**src/rtl/rf_ctrl_pkg.sv**
```systemverilog
// Shared types and constants for the register-file writeback control path.
package rf_ctrl_pkg;

  localparam int XLEN       = 32;
  localparam int REG_ADDR_W = 5;
  localparam int NUM_REGS   = 32;

  // One buffered multi-cycle result waiting for the write port.
  typedef struct packed {
    logic [REG_ADDR_W-1:0] rd;
    logic [XLEN-1:0]       data;
  } wb_entry_t;

endpackage : rf_ctrl_pkg

```
**src/rtl/wb_fifo.sv**
```systemverilog
// Small FIFO holding multi-cycle results until the shared write port is free.
// Pointers wrap modulo DEPTH; the occupancy count tells full from empty.
module wb_fifo
  import rf_ctrl_pkg::*;
#(
  parameter int DEPTH = 2
) (
  input  logic      clk,
  input  logic      rst,
  input  logic      push,
  input  wb_entry_t push_entry,
  input  logic      pop,
  output logic      full,
  output logic      empty,
  output wb_entry_t head
);

  localparam int PTR_W = (DEPTH > 1) ? $clog2(DEPTH) : 1;
  localparam int CNT_W = $clog2(DEPTH + 1);
  localparam logic [PTR_W-1:0] LAST_PTR = PTR_W'(DEPTH - 1);
  localparam logic [CNT_W-1:0] FULL_CNT = CNT_W'(DEPTH);

  wb_entry_t        r_mem [DEPTH];
  logic [PTR_W-1:0] r_wr_ptr;
  logic [PTR_W-1:0] r_rd_ptr;
  logic [CNT_W-1:0] r_count;

  logic w_push;
  logic w_pop;

  // Advance a pointer, wrapping after the last slot.
  function automatic logic [PTR_W-1:0] next_ptr(input logic [PTR_W-1:0] ptr);
    return (ptr == LAST_PTR) ? '0 : ptr + PTR_W'(1);
  endfunction

  assign full   = (r_count == FULL_CNT);
  assign empty  = (r_count == '0);
  assign head   = r_mem[r_rd_ptr];
  assign w_push = push && !full;
  assign w_pop  = pop && !empty;

  // Storage write; only the slot under the write pointer changes.
  // NOTE: the storage array has no reset -- a zero count already makes every
  // slot invalid, and leaving it out keeps the array a plain RAM.
  always_ff @(posedge clk) begin
    if (w_push) begin
      r_mem[r_wr_ptr] <= push_entry;
    end
  end

  // Pointer and occupancy bookkeeping.
  // NOTE: sequential state uses non-blocking assignments so every register
  // samples pre-edge values regardless of statement order.
  always_ff @(posedge clk) begin
    if (rst) begin
      r_wr_ptr <= '0;
      r_rd_ptr <= '0;
      r_count  <= '0;
    end else begin
      if (w_push) begin
        r_wr_ptr <= next_ptr(r_wr_ptr);
      end
      if (w_pop) begin
        r_rd_ptr <= next_ptr(r_rd_ptr);
      end
      if (w_push && !w_pop) begin
        r_count <= r_count + CNT_W'(1);
      end else if (w_pop && !w_push) begin
        r_count <= r_count - CNT_W'(1);
      end
    end
  end

endmodule : wb_fifo

```
**src/rtl/regfile_wb_arbiter.sv**
```systemverilog
// Arbitrates the register file's single write port between ALU writeback
// (priority, never stalls) and buffered multi-cycle results, and tracks
// outstanding multi-cycle destinations to stall decode on RAW/WAW hazards.
module regfile_wb_arbiter
  import rf_ctrl_pkg::*;
#(
  parameter int DEPTH = 2,
  parameter int XLEN  = rf_ctrl_pkg::XLEN
) (
  input  logic                  clk,
  input  logic                  rst,
  // ALU writeback
  input  logic                  alu_valid,
  input  logic [REG_ADDR_W-1:0] alu_rd,
  input  logic [XLEN-1:0]       alu_data,
  // Multi-cycle issue from decode
  input  logic                  mc_issue,
  input  logic [REG_ADDR_W-1:0] mc_issue_rd,
  output logic                  mc_issue_ready,
  // Multi-cycle result
  input  logic                  mc_valid,
  input  logic [REG_ADDR_W-1:0] mc_rd,
  input  logic [XLEN-1:0]       mc_data,
  output logic                  mc_ready,
  // Decode hazard check
  input  logic [REG_ADDR_W-1:0] dec_rs1,
  input  logic [REG_ADDR_W-1:0] dec_rs2,
  input  logic [REG_ADDR_W-1:0] dec_rd,
  output logic                  stall,
  // Register file write port
  output logic                  rf_we,
  output logic [REG_ADDR_W-1:0] rf_waddr,
  output logic [XLEN-1:0]       rf_wdata
);

  localparam int CNT_W = $clog2(DEPTH + 1);
  localparam logic [CNT_W-1:0] MAX_OUT = CNT_W'(DEPTH);

  // Architectural state
  logic [NUM_REGS-1:0]   r_busy;
  logic [CNT_W-1:0]      r_outstanding;
  logic                  r_rf_we;
  logic [REG_ADDR_W-1:0] r_rf_waddr;
  logic [XLEN-1:0]       r_rf_wdata;

  // Queue interface
  logic      w_full;
  logic      w_empty;
  wb_entry_t w_head;
  wb_entry_t w_push_entry;

  // Per-cycle events
  logic                w_issue_accept;
  logic                w_mc_accept;
  logic                w_push;
  logic                w_consume;
  logic                w_alu_wr;
  logic                w_pop;
  logic [NUM_REGS-1:0] w_busy_next;

  // Credit check uses only the registered count: a retiring entry this cycle
  // does not free a slot until the next one.
  assign mc_issue_ready = (r_outstanding < MAX_OUT);
  assign mc_ready       = !w_full;

  assign w_issue_accept = mc_issue && mc_issue_ready;
  assign w_mc_accept    = mc_valid && mc_ready;
  // Results for x0 retire their credit immediately and never reach the port.
  assign w_push         = w_mc_accept && (mc_rd != '0);
  assign w_consume      = w_mc_accept && (mc_rd == '0);
  // ALU writes to x0 are no-ops and must not block the queue head.
  assign w_alu_wr       = alu_valid && (alu_rd != '0);
  assign w_pop          = !w_alu_wr && !w_empty;

  assign w_push_entry = '{rd: mc_rd, data: mc_data};

  assign stall = r_busy[dec_rs1] | r_busy[dec_rs2] | r_busy[dec_rd];

  assign rf_we    = r_rf_we;
  assign rf_waddr = r_rf_waddr;
  assign rf_wdata = r_rf_wdata;

  wb_fifo #(
    .DEPTH(DEPTH)
  ) u_fifo (
    .clk       (clk),
    .rst       (rst),
    .push      (w_push),
    .push_entry(w_push_entry),
    .pop       (w_pop),
    .full      (w_full),
    .empty     (w_empty),
    .head      (w_head)
  );

  // Next scoreboard: clear on retire first, then set on issue so a same-cycle
  // issue to the retiring register keeps it busy.
  // NOTE: combinational blocks assign a default to every output first so no
  // path leaves a signal unassigned and infers a latch.
  always_comb begin
    w_busy_next = r_busy;
    if (w_pop) begin
      w_busy_next[w_head.rd] = 1'b0;
    end
    if (w_issue_accept && (mc_issue_rd != '0)) begin
      w_busy_next[mc_issue_rd] = 1'b1;
    end
    w_busy_next[0] = 1'b0;
  end

  // Scoreboard and outstanding-op counter.
  always_ff @(posedge clk) begin
    if (rst) begin
      r_busy        <= '0;
      r_outstanding <= '0;
    end else begin
      r_busy        <= w_busy_next;
      r_outstanding <= r_outstanding
                       + CNT_W'(w_issue_accept)
                       - CNT_W'(w_pop)
                       - CNT_W'(w_consume);
    end
  end

  // Registered write port: ALU first, else queue head, else idle.
  always_ff @(posedge clk) begin
    if (rst) begin
      r_rf_we    <= 1'b0;
      r_rf_waddr <= '0;
      r_rf_wdata <= '0;
    end else if (w_alu_wr) begin
      r_rf_we    <= 1'b1;
      r_rf_waddr <= alu_rd;
      r_rf_wdata <= alu_data;
    end else if (w_pop) begin
      r_rf_we    <= 1'b1;
      r_rf_waddr <= w_head.rd;
      r_rf_wdata <= w_head.data;
    end else begin
      r_rf_we    <= 1'b0;
    end
  end

endmodule : regfile_wb_arbiter

```
**config.mk**
```make
export PLATFORM = sky130hd
export DESIGN_NAME = regfile_wb_arbiter
export DESIGN_NICKNAME = d
export VERILOG_FILES = /design/src/rtl/rf_ctrl_pkg.sv /design/src/rtl/wb_fifo.sv /design/src/rtl/regfile_wb_arbiter.sv
export SDC_FILE = /design/constraint.sdc
export NUM_CORES = 1
export LEC_CHECK = 0
export CAP_MARGIN = 20
export CORE_UTILIZATION = 51
export DETAILED_ROUTE_END_ITERATION = 8
export PLACE_DENSITY = 0.78
export SLEW_MARGIN = 20
export SYNTH_ARGS = -nofsm -noshare
export SYNTH_HDL_FRONTEND = slang
export SYNTH_HIERARCHICAL = 1
export SYNTH_SLANG_ARGS = --single-unit
```
**constraint.sdc**
```tcl
create_clock -name clk -period 3.5 [get_ports clk]
set_clock_uncertainty 0.15 [all_clocks]
set_input_delay 0.35 -clock clk [delete_from_list [all_inputs] [get_ports clk]]
set_output_delay 0.35 -clock clk [all_outputs]
set_load 0.005 [all_outputs]
```
==> PnR_summary.wiki <==
{| class="wikitable"
! Metric !! Value
|-
| Result of the run || completed
|-
| Top-area cell type share of the netlist area || 32.7%
|-
| Most frequent cells in the layout || sky130_fd_sc_hd__clkdlybuf4s50_1, sky130_fd_sc_hd__dfxtp_1, sky130_fd_sc_hd__edfxtp_1, sky130_fd_sc_hd__nor2_1, sky130_fd_sc_hd__nand2_1
|-
| Post-layout net count || 805
|-
| 1st-iter DRT viols || 420
|-
| Met1 usage || roughly a third
|-
| FFs w/ async S/R, synth || 0%
|-
| Distinct cells, synth || 41
|-
| Detailed-route DRC error count || 0
|-
| Pin count of the biggest net entering global routing || 77
|-
| Antenna viol nets, final || 0
|-
| Startpoint of the worst hold path || u_fifo/r_wr_ptr
|-
| Sinks on the clock net || 150
|-
| Initial cell density of the core || 53.1%
|-
| Total standard cell area after synthesis || 6800 um^2
|-
| Crit path arrival time || 2.72 ns
|-
| Grt ovf || 0
|-
| Post-Place Cell Area || 8340 um^2
|-
| Cell types with the largest area share after synthesis || sky130_fd_sc_hd__edfxtp_1, sky130_fd_sc_hd__dfxtp_1, sky130_fd_sc_hd__mux4_2
|-
| Antenna violations before repair || 0
|-
| Worst reg2reg startpoint || u_fifo/r_count[0]
|-
| Most used routing layer || met2
|-
| CTS buffer count || 17
|-
| Ratio of final minimum period to clock period || between 90% and 100%
|-
| Per-cell routed wire length || 19.7 um
|-
| Power Dens Cells || 598 nW/um^2
|-
| Library cell occupying the most area in the post-synthesis netlist || sky130_fd_sc_hd__edfxtp_1
|-
| Total wirelength of the detailed-routed design || between 15 and 20 mm
|-
| Latest clock arrival within the worst-skew pair || 0.41 ns
|-
| Met2 track demand over resource || 43.6%
|-
| GR Util All Layers || between 20% and 30%
|-
| Number of global-route vias before repair || between 5000 and 6000
|-
| Number of maximum-capacitance violations || 0
|-
| I/O pin count || 140
|-
| Required arrival time at the worst endpoint || 3.00 ns
|-
| Worst-margin pin slew || 0.876 ns
|-
| Post-synthesis sequential area ratio || 55.0%
|-
| Fin area || slightly below 9000 um^2
|-
| Prevailing post-synth register cell || sky130_fd_sc_hd__dfxtp_1
|-
| Count of buffers inserted at the top-level ports || 139
|-
| Worst setup slack after layout || approximately 0.28 ns
|-
| Total number of vias || between 5000 and 6000
|-
| Post-synthesis sequential element count || 150
|-
| CTS tree || done
|-
| Max frequency || 311 MHz
|-
| Post-Syn Nets || between 600 and 700
|-
| Share of post-route cells with drive strength above 1 || about 14%
|-
| Antenna fix cells || 0
|-
| Count of synthesis-stage warnings from yosys || 6
|-
| Per-cell via count in the routed design || 5.86
|-
| Weighted congestion reported at the end of routability-driven placement || between 0.9 and 1
|-
| Power consumption || 5.30 mW
|-
| Aggregate negative setup slack || 0 ns
|-
| Dpl ws || 0.118 ns
|-
| RSZ-0062 raised after global routing || false
|-
| Number of instances in the synthesized netlist || 572
|-
| Register clock-pin slew on the reported worst setup and hold paths || 0.06 ns
|-
| Peak supply drop || ~0.00039 V
|-
| Growth of design area from synthesis to finish || 30.2%
|-
| Final setup viols || 0
|-
| H-tree level count || 4
|-
| Wire length of the first global-routing pass || 28.2 mm
|-
| Chip height || 118 um
|-
| Critical Path Start Type || primary input
|-
| Global-route track usage on met3 || 8.53%
|-
| Hold WS || 0.346 ns
|-
| Setup crit start || dec_rd[2]
|-
| DRT Pass-1 Iters || 5
|-
| Average footprint of a synthesized cell || 11.9 um^2
|-
| Endpoints failing hold || 0
|-
| Leakage power figure || 3.18 nW
|-
| Critical path capture point type || output port
|-
| Root Driver || sky130_fd_sc_hd__clkbuf_16
|-
| Most frequent standard cell in the layout excluding fill and tap cells || sky130_fd_sc_hd__clkdlybuf4s50_1
|-
| DIE AREA || approximately 14000 um^2
|-
| Core Footprint || 12800 um^2
|-
| Relative max-transition margin || 41.6%
|-
| Die outline width || 118 um
|-
| Worst setup path category || in2out
|-
| Detailed placer's ending HPWL || 12.1 mm
|-
| Filler Cells Inserted || 950
|-
| Minimum period implied by the final worst setup slack || 3.22 ns
|-
| Hold crit path type || reg2reg
|-
| Post-CTS setup buffer count || 0
|-
| # rows || between 40 and 50
|-
| Number of enable flip-flop cells after synthesis || 74
|-
| Top fanout value on the critical path || 8
|-
| Maximum buffer depth of the clock tree || 2
|-
| Number of slew-limit violations in the final report || 0
|}
[metal layers]
metal	vias up	part of all wire [%]	wire length (um)
met2	251	49	8540
met5	-	0	0
li1	2415	-	-
met1	2504	40	7040
met4	0	1.7	306
met3	31	9.2	1600
[cell usage after synthesis, types with 2 or more instances]
library cell and instances:
sky130_fd_sc_hd__buf_4 3, sky130_fd_sc_hd__dfxtp_1 76, sky130_fd_sc_hd__nand2_1 45, sky130_fd_sc_hd__edfxtp_1 74
sky130_fd_sc_hd__inv_1 9, sky130_fd_sc_hd__a2111oi_0 3, sky130_fd_sc_hd__xor2_1 5, sky130_fd_sc_hd__or3_1 2
sky130_fd_sc_hd__mux4_2 21, sky130_fd_sc_hd__nand3_1 9, sky130_fd_sc_hd__a221oi_1 3, sky130_fd_sc_hd__mux2i_1 43
sky130_fd_sc_hd__clkbuf_1 21, sky130_fd_sc_hd__o21ai_0 23, sky130_fd_sc_hd__nor2b_1 7, sky130_fd_sc_hd__a211oi_1 35
sky130_fd_sc_hd__nor3b_1 11, sky130_fd_sc_hd__nor3_1 5, sky130_fd_sc_hd__nor2_1 50, sky130_fd_sc_hd__nand2b_1 2
sky130_fd_sc_hd__ha_1 3, sky130_fd_sc_hd__mux2_2 40, sky130_fd_sc_hd__buf_2 10, sky130_fd_sc_hd__o21ai_1 12
sky130_fd_sc_hd__and3b_1 3, sky130_fd_sc_hd__nand4_1 4, sky130_fd_sc_hd__and3_1 2, sky130_fd_sc_hd__nor4_1 2
sky130_fd_sc_hd__a21oi_1 37
[state kept, by name, indices dropped and copies added (netlist names), named ones only]
register and count:
r_busy 31, u_fifo/r_wr_ptr 1, r_outstanding 2, u_fifo/r_mem 74
u_fifo/r_count 2, u_fifo/r_rd_ptr 1, rf_waddr 5, rf_we 1
rf_wdata 32
[final timing paths]
path / endpoint / slack (ns) / depth (start not counted)
worst min-delay path: u_fifo/r_wr_ptr / 0.35 / 2
worst max-delay path: stall / 0.28 / 7
worst min register to register: u_fifo/r_wr_ptr / 0.35 / 2
worst max register to register: r_busy[12] / 0.89 / 6
[through the flow]
stage / std cells / utilization, %
floorplan: 572 / -
global placement: 856 / 65.0
detailed placement: 856 / 65.0
CTS: 888 / 69.0
global route: 888 / 69.1
finish: 888 / 69.1
[logic make-up (layout without fill, tap and decap cells)]
group | count (synthesis) | after routing | share of synthesized area [%]
buffers and inverters | 44 | 188 | 2.89
adders and majority gates | 3 | 3 | 0.552
muxes | 104 | 104 | 19.9
and+or+nand+nor | 149 | 149 | 10.5
DFF | 150 | 150 | 55.0
AOI/OAI and AO/OA | 117 | 117 | 10.5
xor gates and xnor gates | 5 | 5 | 0.644
[power by group]
part           switching [mW]  internal, mW
logic                   0.726         0.706
clock network           0.697         0.902
registers               0.121          2.15
total                    1.54          3.75
[repair_timing]
item | CTS | global route
resized for setup | 0 | 1
setup endpoints to repair | 0 | 1
hold buffers | 0 | 0
[final cells by class]
cell class / instances / area (um^2) / share of cell area [%]
inverters: 9 / 33.8 / 0.381
flip-flops and latches: 150 / 3740 / 42.3
multi-input cells: 378 / 2870 / 32.4
clock inverters: 12 / 81.3 / 0.918
clock buffers: 20 / 437 / 4.93
well taps: 172 / 215 / 2.43
repair buffers: 147 / 1470 / 16.6
[critical path, cell delays in order]
cell and delay [ns]:
sky130_fd_sc_hd__clkdlybuf4s50_1 0.71, sky130_fd_sc_hd__mux4_2 0.56, sky130_fd_sc_hd__mux2i_1 0.13, sky130_fd_sc_hd__mux2i_1 0.09, sky130_fd_sc_hd__a221oi_1 0.31, sky130_fd_sc_hd__nand3_1 0.11, sky130_fd_sc_hd__clkdlybuf4s50_1 0.45
Note: power is estimated with default switching activity, not from simulation.
